## src/rtl/lc3_pkg.sv

```systemverilog
`default_nettype none
// ============================================================================
// Module      : lc3_pkg
// Description : Shared definitions for the LC-3 control FSM: the state
//               enumeration, the opcode constants the decoder dispatches on,
//               and the encodings of the PCMUX, ADDR2MUX and ALUK selects.
// Revision    : 1.0  initial release
// ============================================================================
package lc3_pkg;

    typedef enum logic [4:0] {
        S_HALTED   = 5'd0,
        S_FETCH1   = 5'd1,
        S_FETCH2   = 5'd2,
        S_FETCH3   = 5'd3,
        S_DECODE   = 5'd4,
        S_ADD      = 5'd5,
        S_AND      = 5'd6,
        S_NOT      = 5'd7,
        S_BR       = 5'd8,
        S_BR_TAKEN = 5'd9,
        S_JMP      = 5'd10,
        S_JSR1     = 5'd11,
        S_JSR2     = 5'd12,
        S_LDR1     = 5'd13,
        S_LDR2     = 5'd14,
        S_LDR3     = 5'd15,
        S_STR1     = 5'd16,
        S_STR2     = 5'd17,
        S_STR3     = 5'd18,
        S_PAUSE1   = 5'd19,
        S_PAUSE2   = 5'd20
    } state_t;

    // Opcodes (IR[15:12]) with a dedicated execute path; all others are NOPs.
    localparam logic [3:0] c_OP_BR    = 4'b0000;
    localparam logic [3:0] c_OP_ADD   = 4'b0001;
    localparam logic [3:0] c_OP_JSR   = 4'b0100;
    localparam logic [3:0] c_OP_AND   = 4'b0101;
    localparam logic [3:0] c_OP_LDR   = 4'b0110;
    localparam logic [3:0] c_OP_STR   = 4'b0111;
    localparam logic [3:0] c_OP_NOT   = 4'b1001;
    localparam logic [3:0] c_OP_JMP   = 4'b1100;
    localparam logic [3:0] c_OP_PAUSE = 4'b1101;

    // PC source
    localparam logic [1:0] c_PCMUX_INC   = 2'b00;   // PC + 1
    localparam logic [1:0] c_PCMUX_BASER = 2'b01;   // BaseR
    localparam logic [1:0] c_PCMUX_ADDER = 2'b10;   // address adder

    // Second address-adder operand
    localparam logic [1:0] c_ADDR2_ZERO  = 2'b00;
    localparam logic [1:0] c_ADDR2_OFF6  = 2'b01;
    localparam logic [1:0] c_ADDR2_OFF9  = 2'b10;
    localparam logic [1:0] c_ADDR2_OFF11 = 2'b11;

    // ALU operation
    localparam logic [1:0] c_ALUK_ADD  = 2'b00;
    localparam logic [1:0] c_ALUK_AND  = 2'b01;
    localparam logic [1:0] c_ALUK_NOT  = 2'b10;
    localparam logic [1:0] c_ALUK_PASS = 2'b11;

    // States that hold a memory strobe for MEM_WAIT cycles.
    function automatic logic is_mem_wait_state(input state_t s);
        return (s == S_FETCH2) || (s == S_LDR2) || (s == S_STR3);
    endfunction

endpackage : lc3_pkg
`default_nettype wire

```

## src/rtl/lc3_control_fsm_wait_counter.sv

```systemverilog
`default_nettype none
// ============================================================================
// Module      : wait_counter
// Description : Memory wait-state counter. Cleared while i_load is high,
//               counts up while i_enable is high and saturates once o_done
//               is reached. o_done is high in the COUNT-th enabled cycle.
// Ports       : clk, rst      - clock, synchronous active-high reset
//               i_load        - clear the count
//               i_enable      - advance the count
//               o_done        - final wait cycle reached
// Revision    : 1.0  initial release
// ============================================================================
module wait_counter #(
    parameter int COUNT = 2
) (
    input  logic clk,
    input  logic rst,
    input  logic i_load,
    input  logic i_enable,
    output logic o_done
);

    logic [2:0] r_count;

    always_ff @(posedge clk) begin
        if (rst || i_load) begin
            r_count <= 3'd0;
        end else if (i_enable && !o_done) begin
            r_count <= r_count + 3'd1;
        end
    end

    assign o_done = (r_count == 3'(COUNT - 1));

endmodule : wait_counter
`default_nettype wire

```

## src/rtl/lc3_control_fsm.sv

```systemverilog
`default_nettype none
// ============================================================================
// Module      : lc3_control_fsm
// Description : Moore control unit for a reduced LC-3 datapath. Sequences
//               fetch/decode/execute for ADD, AND, NOT, BR, JMP, JSR/JSRR,
//               LDR, STR and a PAUSE instruction, and drives the SRAM strobes.
// Ports       : Clk, Reset            - clock, synchronous active-high reset
//               Run, Continue         - start from HALTED, release from PAUSE
//               Opcode, IR_5, IR_11   - instruction fields
//               BEN                   - registered branch enable
//               LD_*                  - register loads
//               Gate*                 - bus drivers
//               PCMUX..ALUK           - datapath selects
//               Mem_CE/UB/LB/OE/WE    - active-low SRAM controls
// Revision    : 1.0  initial release
// ============================================================================
module lc3_control_fsm
    import lc3_pkg::*;
#(
    parameter int MEM_WAIT = 2
) (
    input  logic       Clk,
    input  logic       Reset,
    input  logic       Run,
    input  logic       Continue,
    input  logic [3:0] Opcode,
    input  logic       IR_5,
    input  logic       IR_11,
    input  logic       BEN,
    output logic       LD_MAR,
    output logic       LD_MDR,
    output logic       LD_IR,
    output logic       LD_BEN,
    output logic       LD_CC,
    output logic       LD_REG,
    output logic       LD_PC,
    output logic       LD_LED,
    output logic       GatePC,
    output logic       GateMDR,
    output logic       GateALU,
    output logic       GateMARMUX,
    output logic [1:0] PCMUX,
    output logic       DRMUX,
    output logic       SR1MUX,
    output logic       SR2MUX,
    output logic       ADDR1MUX,
    output logic [1:0] ADDR2MUX,
    output logic [1:0] ALUK,
    output logic       Mem_CE,
    output logic       Mem_UB,
    output logic       Mem_LB,
    output logic       Mem_OE,
    output logic       Mem_WE
);

    state_t r_state;
    state_t w_next_state;
    logic   w_cnt_load;
    logic   w_cnt_en;
    logic   w_cnt_done;

    // The counter runs only inside a memory wait state and is held clear
    // everywhere else, so it always starts from zero on entry.
    assign w_cnt_en   = is_mem_wait_state(r_state);
    assign w_cnt_load = !w_cnt_en;

    wait_counter #(
        .COUNT(MEM_WAIT)
    ) u_wait_counter (
        .clk     (Clk),
        .rst     (Reset),
        .i_load  (w_cnt_load),
        .i_enable(w_cnt_en),
        .o_done  (w_cnt_done)
    );

    always_ff @(posedge Clk) begin
        if (Reset) begin
            r_state <= S_HALTED;
        end else begin
            r_state <= w_next_state;
        end
    end

    // ------------------------------------------------------------------
    // Next-state logic
    // ------------------------------------------------------------------
    always_comb begin
        w_next_state = r_state;
        case (r_state)
            S_HALTED:   if (Run) w_next_state = S_FETCH1;
            S_FETCH1:   w_next_state = S_FETCH2;
            S_FETCH2:   if (w_cnt_done) w_next_state = S_FETCH3;
            S_FETCH3:   w_next_state = S_DECODE;
            S_DECODE: begin
                case (Opcode)
                    c_OP_ADD:   w_next_state = S_ADD;
                    c_OP_AND:   w_next_state = S_AND;
                    c_OP_NOT:   w_next_state = S_NOT;
                    c_OP_BR:    w_next_state = S_BR;
                    c_OP_JMP:   w_next_state = S_JMP;
                    c_OP_JSR:   w_next_state = S_JSR1;
                    c_OP_LDR:   w_next_state = S_LDR1;
                    c_OP_STR:   w_next_state = S_STR1;
                    c_OP_PAUSE: w_next_state = S_PAUSE1;
                    default:    w_next_state = S_FETCH1;
                endcase
            end
            // BEN was loaded in DECODE, so it is settled by the time BR samples it.
            S_BR:       w_next_state = BEN ? S_BR_TAKEN : S_FETCH1;
            S_JSR1:     w_next_state = S_JSR2;
            S_LDR1:     w_next_state = S_LDR2;
            S_LDR2:     if (w_cnt_done) w_next_state = S_LDR3;
            S_STR1:     w_next_state = S_STR2;
            S_STR2:     w_next_state = S_STR3;
            S_STR3:     if (w_cnt_done) w_next_state = S_FETCH1;
            S_PAUSE1:   if (Continue) w_next_state = S_PAUSE2;
            S_PAUSE2:   if (!Continue) w_next_state = S_FETCH1;
            S_ADD, S_AND, S_NOT, S_BR_TAKEN, S_JMP, S_JSR2, S_LDR3:
                        w_next_state = S_FETCH1;
            default:    w_next_state = S_HALTED;
        endcase
    end

    // ------------------------------------------------------------------
    // Output logic. SR2MUX and the JSR/JSRR selects pass IR bits through;
    // those bits are held stable by the IR for the whole instruction.
    // ------------------------------------------------------------------
    always_comb begin
        LD_MAR     = 1'b0;
        LD_MDR     = 1'b0;
        LD_IR      = 1'b0;
        LD_BEN     = 1'b0;
        LD_CC      = 1'b0;
        LD_REG     = 1'b0;
        LD_PC      = 1'b0;
        LD_LED     = 1'b0;
        GatePC     = 1'b0;
        GateMDR    = 1'b0;
        GateALU    = 1'b0;
        GateMARMUX = 1'b0;
        PCMUX      = c_PCMUX_INC;
        DRMUX      = 1'b0;
        SR1MUX     = 1'b0;
        SR2MUX     = 1'b0;
        ADDR1MUX   = 1'b0;
        ADDR2MUX   = c_ADDR2_ZERO;
        ALUK       = c_ALUK_ADD;
        Mem_CE     = 1'b1;
        Mem_UB     = 1'b1;
        Mem_LB     = 1'b1;
        Mem_OE     = 1'b1;
        Mem_WE     = 1'b1;

        if (r_state != S_HALTED) begin
            Mem_CE = 1'b0;
            Mem_UB = 1'b0;
            Mem_LB = 1'b0;
        end

        case (r_state)
            S_FETCH1: begin
                GatePC = 1'b1;
                LD_MAR = 1'b1;
                LD_PC  = 1'b1;
                PCMUX  = c_PCMUX_INC;
            end
            S_FETCH2, S_LDR2: begin
                Mem_OE = 1'b0;
                LD_MDR = 1'b1;
            end
            S_FETCH3: begin
                GateMDR = 1'b1;
                LD_IR   = 1'b1;
            end
            S_DECODE: LD_BEN = 1'b1;
            S_ADD, S_AND, S_NOT: begin
                GateALU = 1'b1;
                LD_REG  = 1'b1;
                LD_CC   = 1'b1;
                SR2MUX  = IR_5;
                ALUK    = (r_state == S_ADD) ? c_ALUK_ADD :
                          (r_state == S_AND) ? c_ALUK_AND : c_ALUK_NOT;
            end
            S_BR_TAKEN: begin
                LD_PC    = 1'b1;
                PCMUX    = c_PCMUX_ADDER;
                ADDR1MUX = 1'b0;
                ADDR2MUX = c_ADDR2_OFF9;
            end
            S_JMP: begin
                LD_PC = 1'b1;
                PCMUX = c_PCMUX_BASER;
            end
            S_JSR1: begin
                GatePC = 1'b1;
                LD_REG = 1'b1;
                DRMUX  = 1'b1;          // destination R7
            end
            S_JSR2: begin
                LD_PC = 1'b1;
                if (IR_11) begin
                    PCMUX    = c_PCMUX_ADDER;
                    ADDR1MUX = 1'b0;
                    ADDR2MUX = c_ADDR2_OFF11;
                end else begin
                    PCMUX = c_PCMUX_BASER;
                end
            end
            S_LDR1, S_STR1: begin
                GateMARMUX = 1'b1;
                LD_MAR     = 1'b1;
                ADDR1MUX   = 1'b1;      // BaseR
                ADDR2MUX   = c_ADDR2_OFF6;
            end
            S_LDR3: begin
                GateMDR = 1'b1;
                LD_REG  = 1'b1;
                LD_CC   = 1'b1;
            end
            S_STR2: begin
                GateALU = 1'b1;
                LD_MDR  = 1'b1;
                ALUK    = c_ALUK_PASS;
                SR1MUX  = 1'b1;         // source register is IR[11:9]
            end
            S_STR3:   Mem_WE = 1'b0;
            S_PAUSE1: LD_LED = 1'b1;
            default: ;
        endcase
    end

endmodule : lc3_control_fsm
`default_nettype wire

```

## config.mk

```make
export PLATFORM = sky130hd
export DESIGN_NAME = lc3_control_fsm
export DESIGN_NICKNAME = d
export VERILOG_FILES = /design/src/rtl/lc3_pkg.sv /design/src/rtl/lc3_control_fsm_wait_counter.sv /design/src/rtl/lc3_control_fsm.sv
export SDC_FILE = /design/constraint.sdc
export NUM_CORES = 1
export LEC_CHECK = 0
export ABC_AREA = 1
export CORE_AREA = 2 2 56 58
export CTS_BUF_LIST = sky130_fd_sc_hd__clkbuf_4
export CTS_CLUSTER_DIAMETER = 120
export DETAILED_ROUTE_END_ITERATION = 12
export DIE_AREA = 0 0 58 60
export DONT_BUFFER_PORTS = 1
export HOLD_SLACK_MARGIN = 0.03
export PLACE_DENSITY = 0.5
export SKIP_LAST_GASP = 1
export SLEW_MARGIN = 20
export SYNTH_ARGS = -nofsm -noshare
export SYNTH_HDL_FRONTEND = slang
export SYNTH_SLANG_ARGS = --single-unit
export TNS_END_PERCENT = 5
```

## constraint.sdc

```tcl
create_clock -name Clk -period 2 [get_ports Clk]
set_clock_uncertainty 0.05 [all_clocks]
set_input_delay 0.5 -clock Clk [delete_from_list [all_inputs] [get_ports Clk]]
set_output_delay 0.5 -clock Clk [all_outputs]
set_load 0.02 [all_outputs]
```

# After elaboration in Yosys (flattened, before gate mapping)
# Memory sizes are Yosys's and may differ from the RTL's.
# Index checks and enable logic that the tools add are counted.
[totals]
reg_bits = 8
latch_bits = 0
mem_bits_rw = 0
rom_bits = 80
in_bits = 11
wordCells = 85
mem_count = 1
[mem_list]
columns = ["name", "words", "word_bits", "rd", "rd_ports_with_merged_regs", "write_ports", "line_no", "source"]
rows = [
  ["(name not given)", 16, 5, 1, 0, 0, "lc3_control_fsm.sv:96", "case (Opcode)"],
]
[op_classes]
add_sub_neg = 1
multipliers = 0
n_div = 0
n_lt_le_gt_ge = 0
n_eq_ne = 27
shift = 0
muxes = 33
n_bitwise = 0
n_reduce_logical = 21
[op_table]
columns = ["cell", "count"]
rows = [
  ["5-bit case mux with 15 select lines", 1],
  ["5-bit by 4-bit equality test with 1-bit output (second input constant)", 8],
  ["5-bit 2-to-1 mux", 6],
  ["5-bit equality test (second input constant)", 5],
  ["5-bit by 3-bit equality test with 1-bit output (second input constant)", 4],
  ["1-bit 2-to-1 mux", 18],
  ["2-bit case mux with 3 select lines", 2],
  ["4-bit OR reduction", 3],
  ["5-bit by 2-bit equality test with 1-bit output (second input constant)", 2],
  ["3-bit OR reduction", 3],
  ["2-bit 2-to-1 mux", 4],
  ["2-bit OR reduction", 4],
  ["7-bit OR reduction", 1],
  ["2-bit by 1-bit != test with 1-bit output (second input constant)", 3],
  ["2-bit != test (second input constant)", 3],
  ["6-bit AND reduction", 1],
  ["5-bit by 1-bit equality test with 1-bit output (second input constant)", 1],
  ["5-bit logical NOT", 1],
  ["5-bit nonzero test", 1],
  ["5-bit OR reduction", 1],
  ["4-bit 2-to-1 mux", 1],
  ["2-bit case mux with 2 select lines", 1],
  ["3-bit by 1-bit adder with 3-bit output (second input constant)", 1],
  ["3-bit by 1-bit equality test with 1-bit output (second input constant)", 1],
  ["other kinds (3)", 6],
]

# Logic depth before layout (Yosys ltp)
[logic_depth]
ltp_word = 5
ltp_mapped = 10
mapped_depth_nobuf = 10

# Modules after synthesis
# A second synthesis with hierarchy kept.
[hier_totals]
cells_unflattened = 176
area_unflattened_um2 = 988.4
[by_module_without_submodules]
columns = ["module", "n_inst", "cells_each", "area_per_inst_um2"]
rows = [
  ["lc3_control_fsm", 1, 153, 824.5],
  ["wait_counter", 1, 23, 163.9],
]

# Worst setup path before layout
# No wires, ideal clock.
[synth_path]
kind = "register to output"
startpoint = "register r_state[3]"
endpoint = "output LD_REG"
t_arrival_ns = 1.262
setup_slack_ns = 0.188
path_stages_with_launch = 7
n_path_buf = 0
cell_sequence = "dfxtp_1 -> inv_1 -> nor2_2 -> nand2_1 -> nor2_2 -> inv_1 -> nand3_1"
[synth_between]
elab_chain_len = 3
elab_cells_between_ends = 7
cone_classes = "eq/ne: 5; mux: 1; reduce/logical: 1"
[synth_lines]
columns = ["element", "line_no", "source"]
rows = [
  ["start: declaration", "lc3_control_fsm.sv:56", "state_t r_state;"],
  ["start signal: assignment", "lc3_control_fsm.sv:81", "r_state <= w_next_state;"],
  ["5-bit by 3-bit equality test with 1-bit output / 5-bit by 4-bit equality test with 1-bit output (equally long branches)", "lc3_control_fsm.sv:161", "case (r_state)"],
  ["5-bit OR reduction (no source line) *", "-", ""],
  ["1-bit 2-to-1 mux *", "lc3_control_fsm.sv:161", ""],
  ["end: declaration", "lc3_control_fsm.sv:35", "output logic LD_REG,"],
]
# Every way passes the cells marked *; elsewhere a longest branch is shown, timed or not.

# Worst setup path after layout
[layout_path]
startpoint = "register r_state[1]"
endpoint = "output LD_IR"
[layout_between]
elab_chain_len = 2
[layout_lines]
columns = ["element", "line_no", "source"]
rows = [
  ["5-bit by 2-bit equality test with 1-bit output", "lc3_control_fsm.sv:161", ""],
  ["1-bit 2-to-1 mux", "lc3_control_fsm.sv:161", ""],
  ["end: declaration", "lc3_control_fsm.sv:32", "output logic LD_IR,"],
]
# No other way between the ends.

==> metrics <==
CP Data Required Time=1.45 ns; hold slack=0.2500 ns; commonest cells after routing, fill and taps aside=38 x nand2_1, 19 x inv_1, 15 x nor2_1; Hold Path Class=input pin to register; input/output buffers=0; Initial Utilization=35.17%; Setup-failing EPs final=0; Die H=~60 um; drt drc=0; met2 usage=30.84%; final core utilization=39.87%; I/O pins=38; switching part of the total=55.04%; Final period util=a little over nine tenths; critical path capture point type=output pin; CTS Sinks=8; internal cell power=466.4 uW; full die area=0.003480 mm2; clock transition at the registers of the reported paths=roughly 0.05 ns; crit path launch=r_state[1]; CTS Root Cell=clkbuf_4; via count=1,044; Reg2Reg Setup Slack=0.34 ns; grt met3 use=5.411%; DR pass1 iterations=4; vias per inst=roughly 4.9; CP endpoint=LD_IR; Hold Buf Count CTS=0; critical register-to-register path startpoint=r_state[1]; status=complete, no violations; kind of critical path=register to output pin; synthesis-to-layout area growth=13.36%; fmax=approximately 0.52 GHz; total track usage=16.79%; synthesized area per cell=about 6 um2; Worst Reg-to-Reg Cells=10; Comb power frac=66.1%; share of cells above drive strength 1=34.83%; busiest grt layer=met2; Synth Instances=170; syn nets=187; antenna diode count=0; Tmin final=1.942 ns; maximum vdd drop=around 0.00045 V; storage element area=165.2 um2; WHS Path Cells=1; Core ar.=0.002903 mm2; synthesized area=between 0.001 and 0.0015 mm2; Filler Cells Inserted=335; pwr/cell area=896.3 mW/mm2; antenna violations before repair=0; maximum buffer depth of the clock tree=2; Routed WL per cell=between 10 and 15 um; Slew @ Worst Pin=0.4263 ns; FP Rows=20; Overflow after GRT=0; setup TNS=0 ns; reg2reg end=r_state[2]; H-Tree Depth=1; clock power share=11.7%; sequential fraction of the synthesis area=15.69%; Pins Over Slew Limit=0; Num CTS Buffers=3; CP Launch Type=register; Die X=58 um; HPWL after detailed placement=2269 um; CP arrival=1.39 ns; area of the multi-input gates=749.5 um2; Post-DRT Antenna Nets=0; CTS tree=built; Fin. Hold Viols=0; Unique masters post-synth=30; number of max-cap violations=0; synth warn=0; Slew headroom=71.47%; commonest non-fill, non-tap cell in the layout=nand2_1; unrepaired setup endpoints after global routing=yes; CP Max Fanout=6; Routed WL=2698 um; GR Util met1=18.77%; Lkg Pwr=between 0.6 and 0.7 nW; nets=197; clock insertion delay at the later pin of the skew report=between 0.2 and 0.3 ns; total power=a little over 1 mW; drt initial violations=37; FF+latch count, synth=8; first-pass GRT wire length=4402 um; sequential power share=between 20 and 25%; vias in the first global route=roughly 1,000; pin count of the biggest net entering global routing=10; P_sw=570.9 uW; Placer Congestion=between 0.8 and 0.9
Yosys cell counts:
cell | number | area (um2)
nor3_2 | 1 | 10.01
a21oi_2 | 1 | 8.760
ha_1 | 6 | 75.07
buf_4 | 3 | 22.52
nor2_2 | 7 | 43.79
clkbuf_4 | 1 | 7.510
nand3_2 | 3 | 30.03
o21a_1 | 1 | 7.510
nand2_4 | 1 | 11.26
buf_2 | 1 | 5.000
a211oi_1 | 1 | 7.510
dfxtp_1 | 8 | 160.2
inv_2 | 5 | 18.77
nand3_1 | 13 | 65.06
o211ai_1 | 1 | 7.510
inv_1 | 20 | 75.07
nand2_1 | 44 | 165.2
clkinv_1 | 1 | 3.750
inv_4 | 1 | 6.260
o21ai_0 | 5 | 25.02
xnor2_1 | 1 | 8.760
a21oi_1 | 5 | 25.02
nor2_4 | 5 | 56.30
nand4_1 | 4 | 25.02
a31oi_1 | 1 | 6.260
a21boi_2 | 1 | 11.26
o21ai_2 | 1 | 8.760
nor2_1 | 20 | 75.07
nand2_2 | 7 | 43.79
nor3_1 | 1 | 5.000
power groups by stage:
stage / clock network [mW] / logic (mW) / registers [mW]
2_1_floorplan: 0 / 0.560 / 0.224
3_3_place_gp: 0 / 0.677 / 0.229
3_5_place_dp: 0 / 0.678 / 0.231
4_1_cts: 0.128 / 0.680 / 0.227
5_1_grt: 0.140 / 0.761 / 0.235
6_report: 0.121 / 0.685 / 0.231
timing repair:
item,in CTS,in global routing
resized for setup,1,15
buffers inserted,0,1
setup endpoints to repair,12,21
state kept, by name, indices dropped and copies added, names as in the netlist:
signal / cells
u_wait_counter.r_count: 3
r_state: 5
metrics by stage:
step	instances	worst slack, ns	instance area (um2)
2_1_floorplan	170	0.1878	1021
3_3_place_gp	207	0.2123	1095
3_5_place_dp	207	0.2013	1095
4_1_cts	210	-0.06578	1117
5_1_grt	211	-0.08939	1157
6_report	211	0.05826	1157
worst min path at each step:
stage	startpoint	to	slack, ns
floorplan	u_wait_counter.r_count[2]	u_wait_counter.r_count[2]	0.43
global placement	u_wait_counter.r_count[1]	u_wait_counter.r_count[1]	0.45
detailed placement	u_wait_counter.r_count[2]	u_wait_counter.r_count[2]	0.47
CTS	Reset	r_state[2]	0.24
global route	Reset	r_state[2]	0.22
finish	Reset	r_state[2]	0.25
layout make-up:
type                       count  area share, %
multi-input combinational    130          64.76
sequential                     8          14.27
tap                           33          3.568
timing repair buffer          10          6.486
clock buffer                   3          1.946
inverter                      27          8.973
per-layer routing:
metal  vias to the layer above  wire [um]  part of all wire, %
met3                         2        158                  5.9
met2                        27       1385                   51
met1                       465       1139                   42
met5                         -          0                    0
met4                         0         14                 0.52
li1                        550          -                    -
cells by family (layout without fill, tap and decap cells):
kind of cell,count (synthesis),count (layout),share of synthesized area [%]
buf+inv,32,40,13.60
simple gates,106,106,51.96
xor+xnor,1,1,0.8580
fa+ha+maj,6,6,7.353
flops,8,8,15.69
compound gates,17,17,10.54
worst max-delay path: stages, from the launching register on:
cell      delay (ns)
dfxtp_1         0.45
nand2_2         0.13
clkinv_1        0.09
nand2_2         0.10
nor2_1          0.36
(Power assumes the default switching activity.)
